`src/rtl/chan_ram_ctrl.sv`:
```
// chan_ram_ctrl
//   Wraps one simple dual-port RAM (one write port, one registered read port,
//   1-cycle read latency) as a two-writer, one-reader channel FIFO. Arbitrates
//   the two producers onto the RAM write port, tracks pointers and occupancy,
//   and steers the RAM read address so the head entry is always on the read port.
//
// Build option:
//   CHAN_CTRL_RR_ARB_EN  defined   -> round-robin between writers on a tie
//                        undefined -> fixed priority, writer 0 wins a tie
//
// Ports:
//   clock, rstn                     clock, async active-low reset
//   wr0_valid/wr0_data/wr0_ready    producer 0 handshake
//   wr1_valid/wr1_data/wr1_ready    producer 1 handshake
//   rd_valid/rd_data/rd_ready       consumer handshake (rd_data = RAM output)
//   ram_write_en/ram_write_addr/ram_input_data   RAM write port
//   ram_read_addr/ram_output_data               RAM read port
//   count                           entries held (0..DEPTH)

module chan_ram_ctrl #(
    parameter int ADDR_WIDTH = 3,
    parameter int DATA_WIDTH = 32,
    parameter int DEPTH      = 1 << ADDR_WIDTH
) (
    input  logic                  clock,
    input  logic                  rstn,
    input  logic                  wr0_valid,
    input  logic [DATA_WIDTH-1:0] wr0_data,
    output logic                  wr0_ready,
    input  logic                  wr1_valid,
    input  logic [DATA_WIDTH-1:0] wr1_data,
    output logic                  wr1_ready,
    output logic                  rd_valid,
    output logic [DATA_WIDTH-1:0] rd_data,
    input  logic                  rd_ready,
    output logic                  ram_write_en,
    output logic [ADDR_WIDTH-1:0] ram_write_addr,
    output logic [DATA_WIDTH-1:0] ram_input_data,
    output logic [ADDR_WIDTH-1:0] ram_read_addr,
    input  logic [DATA_WIDTH-1:0] ram_output_data,
    output logic [ADDR_WIDTH:0]   count
);

    localparam int CW = ADDR_WIDTH + 1;

    logic [ADDR_WIDTH-1:0] wr_ptr;
    logic [ADDR_WIDTH-1:0] rd_ptr;
    logic [CW-1:0]         count_q;
    logic                  last_grant;
    logic                  rd_valid_q;
    logic                  pend;

    logic                  full;
    logic                  grant0;
    logic                  grant1;
    logic                  push;
    logic                  pop;
    logic [CW-1:0]         count_next;
    logic                  rd_valid_next;

    // Fullness is taken from the registered count only, so a pop this cycle
    // does not open a slot until the next cycle.
    assign full = (count_q == CW'(DEPTH));

    // Readies are held low while rstn is asserted.
    always_comb begin
        grant0 = 1'b0;
        grant1 = 1'b0;
        if (rstn && !full) begin
            if (wr0_valid && wr1_valid) begin
`ifdef CHAN_CTRL_RR_ARB_EN
                if (last_grant) grant0 = 1'b1;
                else            grant1 = 1'b1;
`else
                grant0 = 1'b1;
`endif
            end else if (wr0_valid) begin
                grant0 = 1'b1;
            end else if (wr1_valid) begin
                grant1 = 1'b1;
            end
        end
    end

`ifndef CHAN_CTRL_RR_ARB_EN
    // last_grant is still tracked in fixed-priority builds but has no reader.
    logic unused_last_grant;
    assign unused_last_grant = last_grant;
`endif

    assign push = grant0 | grant1;
    assign pop  = rd_valid_q & rd_ready;

    assign wr0_ready      = grant0;
    assign wr1_ready      = grant1;
    assign ram_write_en   = push;
    assign ram_write_addr = wr_ptr;
    assign ram_input_data = grant1 ? wr1_data : wr0_data;

    // Look one slot ahead on a pop so the new head is registered by the RAM
    // at this edge and rd_data has no bubble.
    assign ram_read_addr = pop ? (rd_ptr + ADDR_WIDTH'(1)) : rd_ptr;

    assign count_next = count_q + CW'(push) - CW'(pop);

    // An entry pushed this cycle is not readable at the next edge, so only
    // entries already in memory count. pend covers the one written last
    // cycle, which the RAM registers at this edge.
    assign rd_valid_next = pend | (count_q > CW'(pop));

    always_ff @(posedge clock or negedge rstn) begin
        if (!rstn) begin
            wr_ptr     <= '0;
            rd_ptr     <= '0;
            count_q    <= '0;
            last_grant <= 1'b1;
            rd_valid_q <= 1'b0;
            pend       <= 1'b0;
        end else begin
            count_q    <= count_next;
            rd_valid_q <= rd_valid_next;
            pend       <= push;
            if (push) begin
                wr_ptr     <= wr_ptr + ADDR_WIDTH'(1);
                last_grant <= grant1;
            end
            if (pop) begin
                rd_ptr <= rd_ptr + ADDR_WIDTH'(1);
            end
        end
    end

    assign rd_valid = rd_valid_q;
    assign rd_data  = ram_output_data;
    assign count    = count_q;

endmodule

```
`config.mk`:
```
export PLATFORM = sky130hd
export DESIGN_NAME = chan_ram_ctrl
export DESIGN_NICKNAME = d
export VERILOG_FILES = /design/src/rtl/chan_ram_ctrl.sv
export SDC_FILE = /design/constraint.sdc
export NUM_CORES = 1
export LEC_CHECK = 0
export CAP_MARGIN = 30
export CORE_UTILIZATION = 26
export CTS_CLUSTER_SIZE = 28
export DETAILED_ROUTE_END_ITERATION = 12
export MAX_ROUTING_LAYER = met4
export PLACE_DENSITY = 0.89
export RECOVER_POWER = 50
export SLEW_MARGIN = 30
export SYNTH_ARGS = -nofsm -noshare
export SYNTH_HDL_FRONTEND = slang
export SYNTH_SLANG_ARGS = --single-unit
```
`constraint.sdc`:
```
create_clock -name clock -period 2.2 [get_ports clock]
set_input_delay 0.44 -clock clock [delete_from_list [all_inputs] [get_ports clock]]
set_output_delay 0.44 -clock clock [all_outputs]
set_load 0.02 [all_outputs]
```
==> metrics.cfg, run 1 <==
[outcome]
status = complete, but fails checks
failed_checks = setup timing

[route]
via_per_inst = 4.22
drt_iter0_drc = 8
final_antenna_net_count = 0
wl_um = 4600
routed-via-count = 1261
drt_pass1_iterations = 3
wire_per_inst_um = 15.4
drc_errors = 0

[floorplanning]
dieArea_um2 = 5800
start_util = 0.275
core_um2 = 5200
die_w_um = 76.1
io_pins = 179
die_h_um = 76.1
num_rows = 26

[synth]
ys.warnings.count = 0
synth-edff-count = 0
synth.distinct_cells = 20
ys_async_sr_fraction = 1.00
synth_area_per_cell_um2 = 11.8
synth_xor_area_frac = 0.0368
synth_top_family_by_area = multiplexers
mappedNetlistNets = 233
synth_fa_ha_area_frac = 0.102
synth_compound_area_frac = 0.0210
yosysSeqAreaShare = 0.210
yosys.area_share.simple = 0.0473
synth_mux_area_frac = 0.344
ys.flop_type = dfrtp_1
ys_ff_latch = 12
syn-cell-area_um2 = 1430
syn_inst = 121

[sta]
fin_crit_sh = 1.15
fmax_mhz = 394
slew_headroom = 0.730
rsz0062_at_grt = yes
finalWorstSetupSlack_ns = -0.338
tns_ns = -9.52
fin_crit_ns = 2.54
hold_viol_final = 0
fin_skew_ns = 0.000661
slew_violations = 0
max_slew.worst_pin.slew_ns = 0.405
finalSetupViolCount = 33

[min_path]
hold_class = reg2reg

[global_routing]
antenna_found_initial = 0
grt_max_degree = 15
grt_pass1_wl_um = 7010
grt_use_total = 0.160
grt_overflow = 0
grt_pass1_vias = 1354

[critical_path]
cp_max_fo = 9
end_kind = output pin
required_ns = 1.76
crit_arrival_ns = 2.10
r2r_slack_ns = 0.15
criticalPathCategory = reg2out
start_kind = flop

[layout]
final.fill_count = 479
utilization = 0.517
area_growth_pct = 88.2
nNetsFinal = 342
post_layout_nonfiller_instances = 299
drive_gt1_frac = 0.441
antenna-diode-count = 0

[power_and_ir_drop]
internal-power_mw = 1.34
power.density_nw_per_um2 = 808
pwr-share-seq = 0.196
ir_drop_uv = 785
switchingPower_uw = 832
clkPwrFrac = 0.113
power_leakage_nw = 1.23
combPwrFrac = 0.691
switching_share = 0.383

[clocking]
clockBufferDepth = 2
cts_tree = yes
cts_sinks = 12
clock_latency_ns = 0.24
clkTransAtPathRegs_ns = 0.05
clockRootBuffer = clkbuf_8
h-tree-depth = 1
cts_made_buffers = 3

[placement]
placement.io_buffers = 114
gp_congestion = 0.711
dp_hpwl_um = 3460
dp.cells = 285

[run]
drv_cap = 0

-- state kept, by name, summed over array words and instances (netlist names) --
signal and cells:
ram_write_addr 3, rd_ptr 3, rd_valid 1, count 4, pend 1
-- synth_stat cells (all sizes together) (2+ instances only) --
library cell | instances | area [um^2]
o21ai | 2 | 10.0
xnor2 | 2 | 17.5
mux2 | 34 | 492
nor3b | 2 | 26.3
a21o | 2 | 15.0
xor2 | 4 | 35.0
nand3 | 2 | 10.0
dfrtp | 12 | 300
nor2 | 2 | 7.51
ha | 10 | 125
inv | 8 | 30.0
buf | 36 | 312
nand2 | 2 | 7.51
-- through the flow --
stage / setup WS [ns] / hold WS (ns) / power, mW / cell area [um^2]
2_1_floorplan: -0.0178 / 0.144 / 1.23 / 1430
3_3_place_gp: -0.680 / 0.433 / 1.86 / 2490
3_5_place_dp: -0.716 / 0.440 / 1.89 / 2490
4_1_cts: -0.378 / 0.447 / 2.20 / 2710
5_1_grt: -0.449 / 0.474 / 2.34 / 2690
6_report: -0.338 / 0.453 / 2.17 / 2690
-- worst max-delay path, cell delays in order, from the launching register on --
cell      delay, ns
dfrtp_1        0.40
ha_4           0.17
nor3b_4        0.15
nor4bb_4       0.30
buf_4          0.19
buf_12         0.14
mux2_2         0.34
buf_2          0.16
-- power by group through the flow --
stage | sequential (mW) | clock, mW | combinational, mW
floorplan | 0.519 | 0 | 0.713
global placement | 0.421 | 0 | 1.44
detailed placement | 0.424 | 0 | 1.47
CTS | 0.426 | 0.252 | 1.52
global route | 0.439 | 0.260 | 1.65
finish | 0.427 | 0.246 | 1.50
-- kinds of logic (layout without fill, tap and decap cells) --
| group | count (synthesis) | count (layout) |
|---|---|---|
| flip-flops | 12 | 12 |
| XOR/XNOR | 6 | 6 |
| adder cells (fa/ha/maj) | 11 | 11 |
| multiplexers | 34 | 34 |
| AO/OA/AOI/OAI | 5 | 5 |
| buffers and inverters | 44 | 152 |
| AND/OR/NAND/NOR | 9 | 9 |
-- placed cells by master, fill, tap and decap left out, drive strengths merged --
| cell | instances |
|---|---|
| nor3b | 2 |
| a21o | 2 |
| xor2 | 4 |
| dfrtp | 12 |
| clkdlybuf4s15 | 1 |
| inv | 8 |
| fa | 1 |
| ha | 10 |
| o21ai | 2 |
| a21oi | 1 |
| dlygate4sd2 | 4 |
| buf | 56 |
| nand3 | 2 |
| nand2 | 2 |
| mux2 | 34 |
| dlygate4sd3 | 1 |
| nor4bb | 1 |
| clkdlybuf4s50 | 75 |
| xnor2 | 2 |
| nor2 | 2 |
| clkbuf | 7 |
-- layout make-up --
class / count / area (um^2) / area share
multi-input cells: 65 / 815 / 0.303
flip-flops and latches: 12 / 302 / 0.112
repair buffers: 140 / 1400 / 0.521
inverters: 8 / 30.0 / 0.0112
clock buffers: 4 / 55.1 / 0.0205
well taps: 70 / 87.6 / 0.0326
-- final timing paths --
check	startpoint	to	depth (start not counted)
setup / recovery	count[3]	ram_input_data[31]	7
setup reg to reg	count[2]	count[2]	9
min in group asynchronous	rstn	count[1]	3
hold / removal	pend	rd_valid	1
max in group asynchronous	rstn	count[2]	3
hold reg to reg	pend	rd_valid	1
-- timing repair --
item                                    4_1_cts  5_1_grt
pin swaps                                     1        1
gates resized for setup                     200        4
hold buffers                                  0        0
setup buffers                                 6        3
gates cloned                                  3        0
endpoints found under the setup margin       38       36
-- layer usage --
| layer | part of all wire | vias to the layer above | global-route usage |
|---|---|---|---|
| met4 | 0.019 | 0 | 0.0538 |
| met1 | 0.40 | 573 | 0.169 |
| met3 | 0.074 | 8 | 0.0419 |
| met5 | 0 | - | - |
| li1 | - | 591 | - |
| met2 | 0.50 | 89 | 0.287 |
Power figures use the tool's default switching activity.
==> run 2, diff against run 1 <==
--- a/config.mk
+++ b/config.mk
@@ -10,7 +10,7 @@
 export CTS_CLUSTER_SIZE = 28
 export DETAILED_ROUTE_END_ITERATION = 12
 export MAX_ROUTING_LAYER = met4
-export PLACE_DENSITY = 0.89
+export PLACE_DENSITY = 0.81
 export RECOVER_POWER = 50
 export SLEW_MARGIN = 30
 export SYNTH_ARGS = -nofsm -noshare
==> run 2 against run 1 <==
Net effect:
- the flow still finishes with violations (setup timing)
- via count about the same
- clock power down 17%
- cell count decreased by 0.33%
- core utilization increased by 0.46 points
- sequential share of layout area decreased by 0.098 points
- routed wire length shrank 3.8%
- design area grew 0.88%
- worst setup slack improved by 0.060 ns
- non-clock buffer count fell by 1
- largest cell class unchanged
==> metrics.cfg, run 2 (synthesized netlist as in run 1, its figures left out) <==
[critical_path]
cpMaxStageDelayCell = dfrtp_1
crit_path_cell_trace = ha_4, nor3b_4, nor4bb_4, buf_4, buf_12, mux2_4, buf_6
crit_arrival_ns = 2.04  ; -0.06 ns
required_ns = 1.76  ; about the same
start_kind = flop
crit_buf_inv = 3  ; unchanged
r2r_cells = 10  ; +1
cp_max_fo = 8  ; -1
crit_path_max_incr_delay_ns = 0.40  ; about the same
end_kind = output pin
cpLargestDelayFamily = buffers and inverters
cp.depth = 7  ; unchanged
criticalPathCategory = reg2out

[layout]
utilization = 0.521  ; +0.00457
final_area_um2 = 2710  ; +0.88%
final_cell_mix = 75 x clkdlybuf4s50_1, 34 x buf_6, 32 x mux2_4
area_growth_pct = 89.8
antenna-diode-count = 0  ; unchanged
final.fill_count = 461  ; -3.8%
final_common_cell = clkdlybuf4s50_1
register_area_um2 = 302  ; unchanged
multi_input_area_um2 = 825  ; +1.2%
largest_reg_flops = 4  ; unchanged
drive_gt1_frac = 0.443  ; +0.00193
nNetsFinal = 341  ; -0.29%
post_layout_nonfiller_instances = 298  ; -0.33%

[floorplanning]
core_um2 = 5200  ; unchanged
start_util = 0.275  ; unchanged
die_w_um = 76.1  ; unchanged
dieArea_um2 = 5800  ; unchanged
die_h_um = 76.1  ; unchanged
num_rows = 26  ; unchanged
io_pins = 179  ; unchanged

[sta]
max_slew.worst_pin.slew_ns = 0.579  ; +0.173 ns
fin_skew_ns = 0.00469  ; +0.00403 ns
fin_crit_ns = 2.48  ; -0.0599 ns
hold_viol_final = 0  ; unchanged
slew_headroom = 0.614  ; -0.116
slew_violations = 0  ; unchanged
finalWorstSetupSlack_ns = -0.278  ; +0.0599 ns
rsz0062_at_grt = yes
fin_crit_sh = 1.13  ; -0.0272
tns_ns = -8.36  ; +1.16 ns
fmax_mhz = 404  ; +2.4%
finalSetupViolCount = 33  ; unchanged

[route]
drt_pass1_iterations = 3  ; unchanged
drc_errors = 0  ; unchanged
routed-via-count = 1262  ; +0.079%
via_per_inst = 4.23  ; +0.42%
wire_per_inst_um = 14.8  ; -3.5%
drt_iter0_drc = 22  ; +14
final_antenna_net_count = 0  ; unchanged
wl_um = 4420  ; -3.8%

[global_routing]
antenna_found_initial = 0  ; unchanged
grt_use_total = 0.155  ; -0.00510
grt_overflow = 0  ; unchanged
grt_pass1_wl_um = 6740  ; -3.8%
grt_pass1_vias = 1340  ; -1.0%
grt_max_degree = 12  ; -3

[outcome]
status = complete, but fails checks
failed_checks = setup timing

[placement]
gp_congestion = 0.738  ; +3.8%
dp_hpwl_um = 3430  ; -0.83%
placement.io_buffers = 114  ; unchanged
dp.cells = 284  ; -0.35%
dpl_cell_area_um2 = 2480  ; -0.20%
place_ws_ns = -0.700  ; +0.0157 ns

[min_path]
holdPathStages = 1  ; unchanged
hold_class = reg2reg

[clocking]
cts_made_buffers = 3  ; unchanged
clock_latency_ns = 0.24  ; about the same
cts_sinks = 12  ; unchanged
clkTransAtPathRegs_ns = 0.05  ; about the same
cts_tree = yes
h-tree-depth = 1  ; unchanged
clockRootBuffer = clkbuf_8
clockBufferDepth = 2  ; unchanged

[power_and_ir_drop]
ir_drop_uv = 557  ; -29%
power.density_nw_per_um2 = 776  ; -4.1%
power_leakage_nw = 1.24  ; +0.63%

[run]
drv_cap = 0  ; unchanged

## run 2: changes by cell type in the layout (fill, tap and decap cells not counted), moves of 2 or more
cell,previous run,this run
mux2_4,30,32
buf_2,3,1
buf_6,31,34
buf_12,2,4
mux2_2,4,2
## run 2: area by class of cell
cell class	count	share of cell area
timing repair buffer	139	0.525
multi-input combinational	65	0.304
sequential	12	0.111
tap	70	0.0323
clock buffer	4	0.0166
inverter	8	0.0111
## run 2: what timing repair did
action | in CTS | in global routing
setup endpoints to repair | 39 | 35
pin swaps | 3 | 2
hold endpoints to repair | 0 | 0
cloned | 3 | 1
resized for setup | 203 | 20
buffers inserted | 7 | 2
hold buffers | 0 | 0
## run 2: report_power, final
group	internal (mW)	total, mW	switching, mW
logic	0.829	1.48	0.649
registers	0.342	0.423	0.0813
clock network	0.127	0.203	0.0756
## run 2: final timing paths
check                      startpoint                  to  slack (ns)
setup / recovery             count[3]  ram_input_data[20]       -0.28
hold / removal                   pend            rd_valid        0.44
setup reg to reg             count[2]            count[2]        0.12
hold reg to reg                  pend            rd_valid        0.44
max in group asynchronous        rstn            count[2]        1.14
min in group asynchronous        rstn   ram_write_addr[2]        0.46
## run 2: stage by stage
stage	hold WS, ns	power, mW
finish	0.441	2.10
global route	0.455	2.26
CTS	0.449	2.12
detailed placement	0.441	1.88
global placement	0.437	1.84
floorplan	0.144	1.23
## run 2: layer usage
layer,GRT usage,wire [um]
met1,0.153,1720
met2,0.269,2170
met3,0.0766,470
met4,0.0423,57
met5,-,0
